===== src/rtl/fetch_queue_pkg.sv =====
`default_nettype none
// ============================================================================
// Module   : fetch_queue_pkg
// Purpose  : Shared defaults for the instruction prefetch queue.
// Revision : 1.0  initial release
// ============================================================================
package fetch_queue_pkg;

    localparam int              C_ADDR_W   = 16;
    localparam int              C_DATA_W   = 16;
    localparam int              C_DEPTH    = 4;
    localparam int              C_PC_INC   = 2;
    localparam logic [15:0]     C_RESET_PC = 16'h0000;

endpackage : fetch_queue_pkg
`default_nettype wire


===== src/rtl/fetch_fifo.sv =====
`default_nettype none
// ============================================================================
// Module   : fetch_fifo
// Purpose  : Power-of-two FIFO with flush, exposing head entry and occupancy.
// Revision : 1.0  initial release
// ============================================================================
module fetch_fifo
    import fetch_queue_pkg::*;
#(
    parameter int WIDTH = C_ADDR_W + C_DATA_W,
    parameter int DEPTH = C_DEPTH
) (
    input  logic                     clk,
    input  logic                     rst,
    input  logic                     i_push,
    input  logic [WIDTH-1:0]         i_push_data,
    input  logic                     i_pop,
    input  logic                     i_flush,
    output logic [WIDTH-1:0]         o_head,
    output logic [$clog2(DEPTH):0]   o_count
);

    localparam int C_PTR_W = $clog2(DEPTH);

    logic [C_PTR_W-1:0] r_wr_ptr_q, w_wr_ptr_d;
    logic [C_PTR_W-1:0] r_rd_ptr_q, w_rd_ptr_d;
    logic [C_PTR_W:0]   r_count_q,  w_count_d;
    logic [WIDTH-1:0]   r_mem_q [DEPTH];
    logic [WIDTH-1:0]   w_mem_d [DEPTH];

    // Pointers wrap naturally because DEPTH is a power of two.
    always_comb begin
        w_wr_ptr_d = r_wr_ptr_q;
        w_rd_ptr_d = r_rd_ptr_q;
        w_count_d  = r_count_q;
        w_mem_d    = r_mem_q;
        if (i_flush) begin
            w_wr_ptr_d = '0;
            w_rd_ptr_d = '0;
            w_count_d  = '0;
        end else begin
            if (i_push) begin
                w_mem_d[r_wr_ptr_q] = i_push_data;
                w_wr_ptr_d          = r_wr_ptr_q + 1'b1;
            end
            if (i_pop) begin
                w_rd_ptr_d = r_rd_ptr_q + 1'b1;
            end
            case ({i_push, i_pop})
                2'b10:   w_count_d = r_count_q + 1'b1;
                2'b01:   w_count_d = r_count_q - 1'b1;
                default: w_count_d = r_count_q;
            endcase
        end
    end

    always_ff @(posedge clk) begin
        if (!rst) begin
            r_wr_ptr_q <= '0;
            r_rd_ptr_q <= '0;
            r_count_q  <= '0;
            r_mem_q    <= '{default: '0};
        end else begin
            r_wr_ptr_q <= w_wr_ptr_d;
            r_rd_ptr_q <= w_rd_ptr_d;
            r_count_q  <= w_count_d;
            r_mem_q    <= w_mem_d;
        end
    end

    assign o_head  = r_mem_q[r_rd_ptr_q];
    assign o_count = r_count_q;

endmodule : fetch_fifo
`default_nettype wire


===== src/rtl/fetch_queue.sv =====
`default_nettype none
// ============================================================================
// Module   : fetch_queue
// Purpose  : Credit-limited instruction prefetcher feeding decode via a FIFO.
// Revision : 1.0  initial release
// ============================================================================
module fetch_queue
    import fetch_queue_pkg::*;
#(
    parameter int                ADDR_W   = C_ADDR_W,
    parameter int                DATA_W   = C_DATA_W,
    parameter int                DEPTH    = C_DEPTH,
    parameter int                PC_INC   = C_PC_INC,
    parameter logic [ADDR_W-1:0] RESET_PC = ADDR_W'(C_RESET_PC)
) (
    input  logic              clk,
    input  logic              rst,
    input  logic              nHaltSig,
    input  logic              redirect,
    input  logic [ADDR_W-1:0] PC_B,
    input  logic              instr_ready,
    input  logic [DATA_W-1:0] imem_data,
    output logic              imem_en,
    output logic [ADDR_W-1:0] imem_addr,
    output logic              instr_valid,
    output logic [DATA_W-1:0] instr,
    output logic [ADDR_W-1:0] PC_curr,
    output logic [ADDR_W-1:0] PC_Next,
    output logic              halted
);

    localparam int C_CNT_W = $clog2(DEPTH) + 1;
    localparam int C_ENT_W = ADDR_W + DATA_W;

    logic [ADDR_W-1:0]  r_pc_q,       w_pc_d;
    logic               r_inflight_q, w_inflight_d;
    logic [ADDR_W-1:0]  r_infl_pc_q,  w_infl_pc_d;

    logic [C_CNT_W-1:0] w_count;
    logic [C_CNT_W-1:0] w_used;
    logic [C_ENT_W-1:0] w_head;
    logic               w_head_valid;
    logic               w_pop;
    logic               w_push;

    // Occupancy plus the outstanding request never exceeds DEPTH, so this sum fits.
    assign w_used       = w_count + C_CNT_W'(r_inflight_q);
    assign w_head_valid = rst & (w_count != '0);
    assign w_pop        = w_head_valid & instr_ready;
    assign w_push       = r_inflight_q & ~redirect;

    assign imem_en     = rst & nHaltSig & ~redirect & (w_used < C_CNT_W'(DEPTH));
    assign imem_addr   = r_pc_q;
    assign instr_valid = w_head_valid;
    assign instr       = w_head_valid ? w_head[DATA_W-1:0]       : '0;
    assign PC_curr     = w_head_valid ? w_head[C_ENT_W-1:DATA_W] : '0;
    assign PC_Next     = PC_curr + ADDR_W'(PC_INC);
    assign halted      = ~nHaltSig & (w_count == '0) & ~r_inflight_q;

    always_comb begin
        w_pc_d       = r_pc_q;
        w_inflight_d = imem_en;
        w_infl_pc_d  = r_pc_q;
        if (redirect) begin
            w_pc_d = PC_B;
        end else if (imem_en) begin
            w_pc_d = r_pc_q + ADDR_W'(PC_INC);
        end
    end

    always_ff @(posedge clk) begin
        if (!rst) begin
            r_pc_q       <= RESET_PC;
            r_inflight_q <= 1'b0;
            r_infl_pc_q  <= '0;
        end else begin
            r_pc_q       <= w_pc_d;
            r_inflight_q <= w_inflight_d;
            r_infl_pc_q  <= w_infl_pc_d;
        end
    end

    fetch_fifo #(
        .WIDTH (C_ENT_W),
        .DEPTH (DEPTH)
    ) u_fifo (
        .clk         (clk),
        .rst         (rst),
        .i_push      (w_push),
        .i_push_data ({r_infl_pc_q, imem_data}),
        .i_pop       (w_pop),
        .i_flush     (redirect),
        .o_head      (w_head),
        .o_count     (w_count)
    );

endmodule : fetch_queue
`default_nettype wire

===== config.mk =====
export PLATFORM = sky130hd
export DESIGN_NAME = fetch_queue
export DESIGN_NICKNAME = d
export VERILOG_FILES = /design/src/rtl/fetch_queue_pkg.sv /design/src/rtl/fetch_fifo.sv /design/src/rtl/fetch_queue.sv
export SDC_FILE = /design/constraint.sdc
export NUM_CORES = 1
export LEC_CHECK = 0
export BUFFER_PORTS_ARGS = -buffer_cell sky130_fd_sc_hd__buf_2
export CORE_AREA = 2 2 118 120
export DETAILED_ROUTE_END_ITERATION = 10
export DIE_AREA = 0 0 120 122
export PLACE_DENSITY_LB_ADDON = 0.15
export SYNTH_ARGS = -nofsm -noshare
export SYNTH_HDL_FRONTEND = slang
export SYNTH_SLANG_ARGS = --single-unit

===== constraint.sdc =====
create_clock -name clk -period 2.9 [get_ports clk]
set_input_delay 0.58 -clock clk [delete_from_list [all_inputs] [get_ports clk]]
set_output_delay 0.58 -clock clk [all_outputs]
set_load 0.05 [all_outputs]

==> results of run 1 <==
## cells in the final DEF (no fill, tap or decap), drive strengths merged, types with 4 or more instances in the layout
| cell type | synthesis | layout |
|---|---|---|
| a21boi | 42 | 42 |
| a21oi | 93 | 93 |
| a31oi | 9 | 9 |
| and2 | 49 | 49 |
| buf | 23 | 133 |
| clkbuf | 41 | 23 |
| clkinv | 0 | 6 |
| dfxtp | 168 | 168 |
| ha | 7 | 7 |
| inv | 15 | 14 |
| mux2i | 4 | 4 |
| mux4 | 32 | 32 |
| nand2 | 270 | 270 |
| nand3 | 9 | 9 |
| nand4 | 7 | 7 |
| nor2 | 18 | 18 |
| nor4 | 4 | 4 |
| o2111ai | 5 | 5 |
| o21ai | 22 | 22 |
| or3 | 9 | 9 |
| xnor2 | 6 | 6 |
| xor2 | 17 | 17 |
## sequential cells by signal, indices dropped and copies added (netlist names)
register           count
u_fifo.o_count         3
r_infl_pc_q           16
u_fifo.r_mem_q       128
r_inflight_q           1
u_fifo.r_wr_ptr_q      2
u_fifo.r_rd_ptr_q      2
imem_addr             16
## logic make-up (layout without fill, tap and decap cells)
family,count (synthesis),in the layout,share of synthesized area [%]
and+or+nand+nor,377,377,22.3
AOI/OAI and AO/OA,175,175,13.9
DFF,168,168,44.7
buffers and inverters,79,180,4.90
muxes,36,36,10.1
xor gates and xnor gates,23,23,2.68
adders and majority gates,8,8,1.43
## synthesized netlist by cell type, drive strengths merged, types with 5 or more instances
| cell | count |
|---|---|
| a21oi | 93 |
| a21boi | 42 |
| o21ai | 22 |
| nor2 | 18 |
| and2 | 49 |
| mux4 | 32 |
| nand2 | 270 |
| nand3 | 9 |
| xnor2 | 6 |
| ha | 7 |
| inv | 15 |
| xor2 | 17 |
| nand4 | 7 |
| o2111ai | 5 |
| buf | 23 |
| clkbuf | 41 |
| or3 | 9 |
| a31oi | 9 |
| dfxtp | 168 |
## per-layer routing
layer	track usage [%]	part of all wire (%)	vias to the layer above
met5	0	0	-
met4	9.71	1.2	0
met3	5.52	6.8	23
met2	42.8	48	254
met1	35.2	44	3015
li1	-	-	3087
## area by class of cell
type	instances	area [um2]	area share (%)
clock buffer	23	468	5.15
clock inverter	9	75.1	0.826
inverter	15	62.6	0.688
multi-input combinational	619	4000	44.0
sequential	168	3370	37.1
tap	180	225	2.48
timing repair buffer	133	882	9.70
## power breakdown
part	switching [mW]	internal, mW	leakage [nW]
clock network	0.874	1.22	0.266
logic	0.175	0.0849	1.75
registers	0.0406	2.34	1.36
## worst max-delay path, delay by kind of cell, from the launching register on
kind	cells	cell delay (ns)
and+or+nand+nor	3	0.33
adders and majority gates	1	0.18
muxes	1	0.58
DFF	1	0.39
buffers and inverters	2	0.26
xor gates and xnor gates	1	0.15
## worst min-delay path by stage
stage | depth (start not counted) | endpoint | slack [ns] | from
floorplan | 2 | u_fifo.r_mem_q[40] | 0.43 | u_fifo.r_mem_q[40]
global placement | 2 | u_fifo.r_mem_q[106] | 0.44 | u_fifo.r_mem_q[106]
detailed placement | 2 | u_fifo.r_mem_q[22] | 0.45 | u_fifo.r_mem_q[22]
CTS | 3 | imem_addr[0] | 0.40 | PC_B[0]
global route | 3 | imem_addr[0] | 0.42 | PC_B[0]
finish | 3 | imem_addr[0] | 0.42 | PC_B[0]
## through the flow
step / instances / setup TNS (ns) / power (mW) / worst slack [ns]
floorplan: 866 / -0.684 / 2.59 / -0.126
global route: 1147 / -0.862 / 4.88 / -0.113
finish: 1147 / -0.00808 / 4.73 / -0.00573
detailed placement: 1111 / 0 / 2.69 / 0.0808
global placement: 1111 / 0 / 2.68 / 0.125
CTS: 1147 / -0.372 / 4.76 / -0.0951
## repair_timing
action / CTS / global route
gates resized for setup: 22 / 16
pin swaps: 3 / 8
cloned: 0 / 0
buffers inserted: 4 / 0
hold buffers: 0 / 0
endpoints found under the setup margin: 12 / 13
==> metrics.md, run 1 <==
| Metric | Value |
|---|---|
| Status | finished with violations |
| Failing checks | negative setup slack |
| Syn nets | between 900 and 1000 |
| Final hold slack | 0.417 ns |
| DRT iter0 DRCs | 471 |
| Ys flop type | dfxtp_1 |
| Fin nets | ~1000 |
| Port-buffer cells | 103 |
| Clk pin slew, worst setup/hold paths | ~0.060 ns |
| Crit path DAT | ~2.3 ns |
| Drt wl/cell | roughly 16 um |
| Ys Warns | 0 |
| Clk sink count | 168 |
| Die W | about 120 um |
| Setup crit end | PC_Next[9] |
| Cells after Synth | about 870 |
| Critical path type | reg2out |
| Via Count | about 6400 |
| Die height | roughly 120 um |
| Initial Util | around 56% |
| F_max | 344 MHz |
| Routed wire length | about 19 mm |
| Post-synth EDFFs | 0 |
| Global-route wire length before repair | approximately 30 mm |
| Placed cell area | 8390 um2 |
| CTS tree | built |
| Num ports | about 100 |
| Final period utilization | 100% |
| Ant diodes | 0 |
| Largest cells by area after synthesis | dfxtp_1, nand2_1, mux4_2 |
| Peak supply drop | ~0.00044 V |
| Post-layout min period | ~2.9 ns |
| FF-to-FF path depth | 12 |
| Core Util, Final | a little under 70% |
| Final setup fails | 2 |
| Clock Skew | 0.00594 ns |
| Gr ovfl total | 0 |
| CTS Buf Count | 17 |
| # rows | 43 |
| Clk Latency, worst-skew pair | about 0.42 ns |
| Slew headroom | approximately 54% |
| Highest-delay cell along the critical path | mux4_2 |
| Detailed-router iteration count before antenna repair | 5 |
| Share of cells above drive strength 1 | 23.5% |
| Post-Syn Area | approximately 7500 um2 |
| Cell area power density | between 500 and 600 nW/um2 |
| Clock H-tree levels | 4 |
| Setup ws final | -0.00573 ns |
| Hold Crit Class | in2reg |
| Largest net degree at the start of global routing | between 70 and 80 |
| Mean Syn Cell Area | approximately 8.7 um2 |
| Max Cap Viol | 0 |
| Tightest Pin Transition | between 0.6 and 0.7 ns |
| CP Capture Type | primary output |
| R2R Path End | u_fifo.o_count[2] |
| Synth top area share | 44.7% |
| Worst setup path start | u_fifo.r_rd_ptr_q[0] |
| Final hold violation count | 0 |
| Startpoint Class | flop |
| Area grow syn2layout | 20.8% |
| Post-synthesis cell type count | 45 |
| Vias per std cell | 5.56 |
| Max Slew Vio Count | 0 |
| Vias in the first global route | 6143 |
| HPWL Detailed | ~12 mm |
| All-Layer GR Usage | 26.5% |
| CP Max Fanout | 5 |
| R2r setup slk | between 0.4 and 0.5 ns |
| Unrepaired setup endpoints after global routing | true |
| Die ar. | 14600 um2 |
| Final antenna-violating net count | 0 |
| Core area | 13500 um2 |
| Worst path required time | ~2.3 ns |
| Flip-flop and latch count after synthesis | 168 |
| CP peak stage delay | a little under 0.6 ns |
| Fill cells | between 1000 and 1500 |
| DRC violations left | 0 |
| Maximum clock path buffer count | 2 |
| Crit-path cells | mux4_2 -> nand2_8 -> clkinvlp_4 -> ha_4 -> nand4_4 -> nor2_2 -> xor2_4 -> buf_6 |
| R2r startpoint | u_fifo.o_count[1] |
| Leak | 3.38 nW |
| FFs w/ async S/R, synth | 0% |
| RD Place Congestion | between 0.7 and 0.8 |
| Finished Cell Area | ~9100 um2 |
| Post-synth top area cell | dfxtp_1 |
| Sequential area share after synthesis | 44.7% |
| Root buffer cell | clkbuf_16 |
| Initial antenna violation count | 0 |
No activity file was read; power rests on OpenSTA's default activity.
==> inputs of run 2 (changes only) <==
--- a/config.mk
+++ b/config.mk
@@ -5,10 +5,10 @@
 export SDC_FILE = /design/constraint.sdc
 export NUM_CORES = 1
 export LEC_CHECK = 0
-export BUFFER_PORTS_ARGS = -buffer_cell sky130_fd_sc_hd__buf_2
-export CORE_AREA = 2 2 118 120
+export CORE_AREA = 2 2 113 115
 export DETAILED_ROUTE_END_ITERATION = 10
-export DIE_AREA = 0 0 120 122
+export DIE_AREA = 0 0 115 117
+export DONT_BUFFER_PORTS = 1
 export PLACE_DENSITY_LB_ADDON = 0.15
 export SYNTH_ARGS = -nofsm -noshare
 export SYNTH_HDL_FRONTEND = slang
==> metrics.md, run 2 (same netlist as run 1, synthesis figures left out) <==
| Metric | Value |
|---|---|
| CTS tree | built |
| Drt wl/cell | 17.9 um (+9.6%) |
| P_sw | 1.06 mW (-3.0%) |
| Max reg flops | 128 (unchanged) |
| # rows | 41 (-4.7%) |
| Final hold violation count | 0 (unchanged) |
| Fin nets | 942 (-5.7%) |
| All-Layer GR Usage | 28.9% (+2.5 points) |
| Fill cells | 901 (-18%) |
| Global-route wire length before repair | 30.3 mm (-0.20%) |
| Initial antenna violation count | 0 (unchanged) |
| Switching share of power | 21.9% (-1.1 points) |
| WP buf/inv | 3 (+1) |
| Ant diodes | 0 (unchanged) |
| Setup TNS | -0.479 ns (-0.470 ns) |
| Placed cell area | 8170 um2 (-2.7%) |
| Busiest grt layer | met2 |
| Most common cell after layout, fill and taps aside | nand2_1 |
| Largest Register | u_fifo.r_mem_q |
| Area grow syn2layout | 19.4% |
| Tightest Pin Transition | 0.691 ns (+0.00124 ns) |
| Status | finished with violations |
| Root buffer cell | clkbuf_16 |
| Vias per std cell | 5.96 (+7.1%) |
| Vias in the first global route | 6280 (+2.2%) |
| DRC violations left | 0 (unchanged) |
| Final hold slack | 0.281 ns (-0.135 ns) |
| DRT iter0 DRCs | 469 (-0.42%) |
| Unrepaired setup endpoints after global routing | true |
| Hold Crit Class | in2reg |
| Internal power | 3.77 mW (+3.4%) |
| Failing checks | negative setup slack |
| Highest-delay cell along the critical path | mux4_2 |
| Crit path depth | 9 (+1) |
| CP Capture Type | primary output |
| CP Max Fanout | 5 (unchanged) |
| Final antenna-violating net count | 0 (unchanged) |
| Port-buffer cells | 0 (-100%) |
| Non-Filler Instances | 1060 (-7.6%) |
| FF-to-FF path depth | 10 (-2) |
| Cell area power density | 537 nW/um2 (+3.1%) |
| Crit-path cells | mux4_2 -> nand2_8 -> clkinvlp_4 -> ha_4 -> buf_6 -> nand3_4 -> xor2_2 -> nor2_2 -> buf_12 |
| Routed wire length | 19.0 mm (+1.3%) |
| Met3 Resource Use GR | 6.54% (+1.0 points) |
| RD Place Congestion | 0.808 (+2.3%) |
| Max Slew Vio Count | 0 (unchanged) |
| Leak | 3.16 nW (-6.6%) |
| Slew headroom | 53.8% (-0.15 points) |
| Global routing usage on met2 | 47.6% (+4.9 points) |
| Seq pwr share | 50.0% (-0.3 points) |
| Clock H-tree levels | 4 (unchanged) |
| Clock Power Share | 46.4% (+2.2 points) |
| Final period utilization | 103% (+2.7 points) |
| Core area | 12300 um2 (-8.8%) |
| Met1 Usage GRT | 36.8% (+1.6 points) |
| Worst path required time | 2.32 ns (about the same) |
| Hold-fix buffers, CTS | 0 (unchanged) |
| Clk sink count | 168 (unchanged) |
| Num ports | 104 (unchanged) |
| Dpl cells | 1013 (-8.8%) |
| Share of cells above drive strength 1 | 19.3% (-4.1 points) |
| Largest net degree at the start of global routing | 75 (+1.4%) |
| Gr ovfl total | 0 (unchanged) |
| Critical path type | reg2out |
| Detailed-router iteration count before antenna repair | 4 (-1) |
| Clk Latency, worst-skew pair | 0.43 ns (about the same) |
| Finished Cell Area | 8990 um2 (-1.1%) |
| CTS Buf Count | 17 (unchanged) |
| Logic pwr share | 3.6% (-1.9 points) |
| Clock Skew | 0.00591 ns (-0.0000356 ns) |
| Startpoint Class | flop |
| Peak supply drop | 0.000318 V (-28%) |
| Setup ws final | -0.0837 ns (-0.0780 ns) |
| F_max | 335 MHz (-2.6%) |
| Die W | 115 um (-4.2%) |
| Initial Util | 61.1% (+5.4 points) |
| Die ar. | 13500 um2 (-8.1%) |
| HPWL Detailed | 12.4 mm (+1.0%) |
| Max Cap Viol | 0 (unchanged) |
| Crit path DAT | 2.40 ns (+0.07 ns) |
| Clk pin slew, worst setup/hold paths | 0.06 ns (about the same) |
| Post-layout min period | 2.98 ns (+0.0780 ns) |
| Via Count | 6316 (-0.99%) |
| Top Family by Delay on Critical Path | multiplexers |
| Core Util, Final | 73.0% (+5.7 points) |
| Die height | 117 um (-4.1%) |
| Hold Path Stages | 2 (-1) |
| Final setup fails | 10 (+8) |
| Maximum clock path buffer count | 2 (unchanged) |
| CP peak stage delay | 0.60 ns (+0.02 ns) |
| Most frequent cells in the layout | nand2_1, dfxtp_1, a21oi_1, buf_4, and2_1 |
run 2: stage by stage:
| stage | setup WS, ns | total power, mW |
|---|---|---|
| 2_1_floorplan | -0.126 | 2.59 |
| 6_report | -0.0837 | 4.82 |
| 5_1_grt | -0.152 | 4.96 |
| 4_1_cts | -0.0919 | 4.84 |
| 3_3_place_gp | 0.284 | 2.63 |
| 3_5_place_dp | 0.183 | 2.63 |
run 2: power by group through the flow:
| stage | Sequential (mW) | Combinational, mW | Clock, mW |
|---|---|---|---|
| 6_report | 2.41 | 0.173 | 2.24 |
| 5_1_grt | 2.42 | 0.188 | 2.36 |
| 4_1_cts | 2.41 | 0.171 | 2.26 |
| 3_5_place_dp | 2.46 | 0.169 | 0 |
| 3_3_place_gp | 2.46 | 0.165 | 0 |
| 2_1_floorplan | 2.48 | 0.116 | 0 |
run 2: layer usage:
| metal | wire length (um) | vias up |
|---|---|---|
| li1 | - | 2970 |
| met1 | 7810 | 3065 |
| met2 | 9310 | 243 |
| met3 | 1420 | 38 |
| met4 | 441 | 0 |
| met5 | 0 | - |
run 2: layout make-up:
class                      instances  area, um2  share of cell area [%]
sequential                       168       3370                    37.5
clock buffer                      26        539                    6.00
clock inverter                     6       60.1                   0.668
multi-input combinational        619       4020                    44.7
timing repair buffer              76        744                    8.28
inverter                          15       62.6                   0.696
tap                              150        188                    2.09
run 2: timing repair:
item,CTS,global route
pin swaps,3,9
resized for setup,11,9
setup buffers,5,10
endpoints found under the setup margin,13,13
gates cloned,0,0
run 2: final timing paths:
check	slack, ns	to	from
setup / recovery	-0.08	PC_Next[5]	u_fifo.r_rd_ptr_q[0]
hold / removal	0.28	u_fifo.r_mem_q[104]	imem_data[8]
setup reg to reg	0.54	u_fifo.o_count[2]	u_fifo.o_count[0]
hold reg to reg	0.45	u_fifo.r_mem_q[67]	u_fifo.r_mem_q[67]
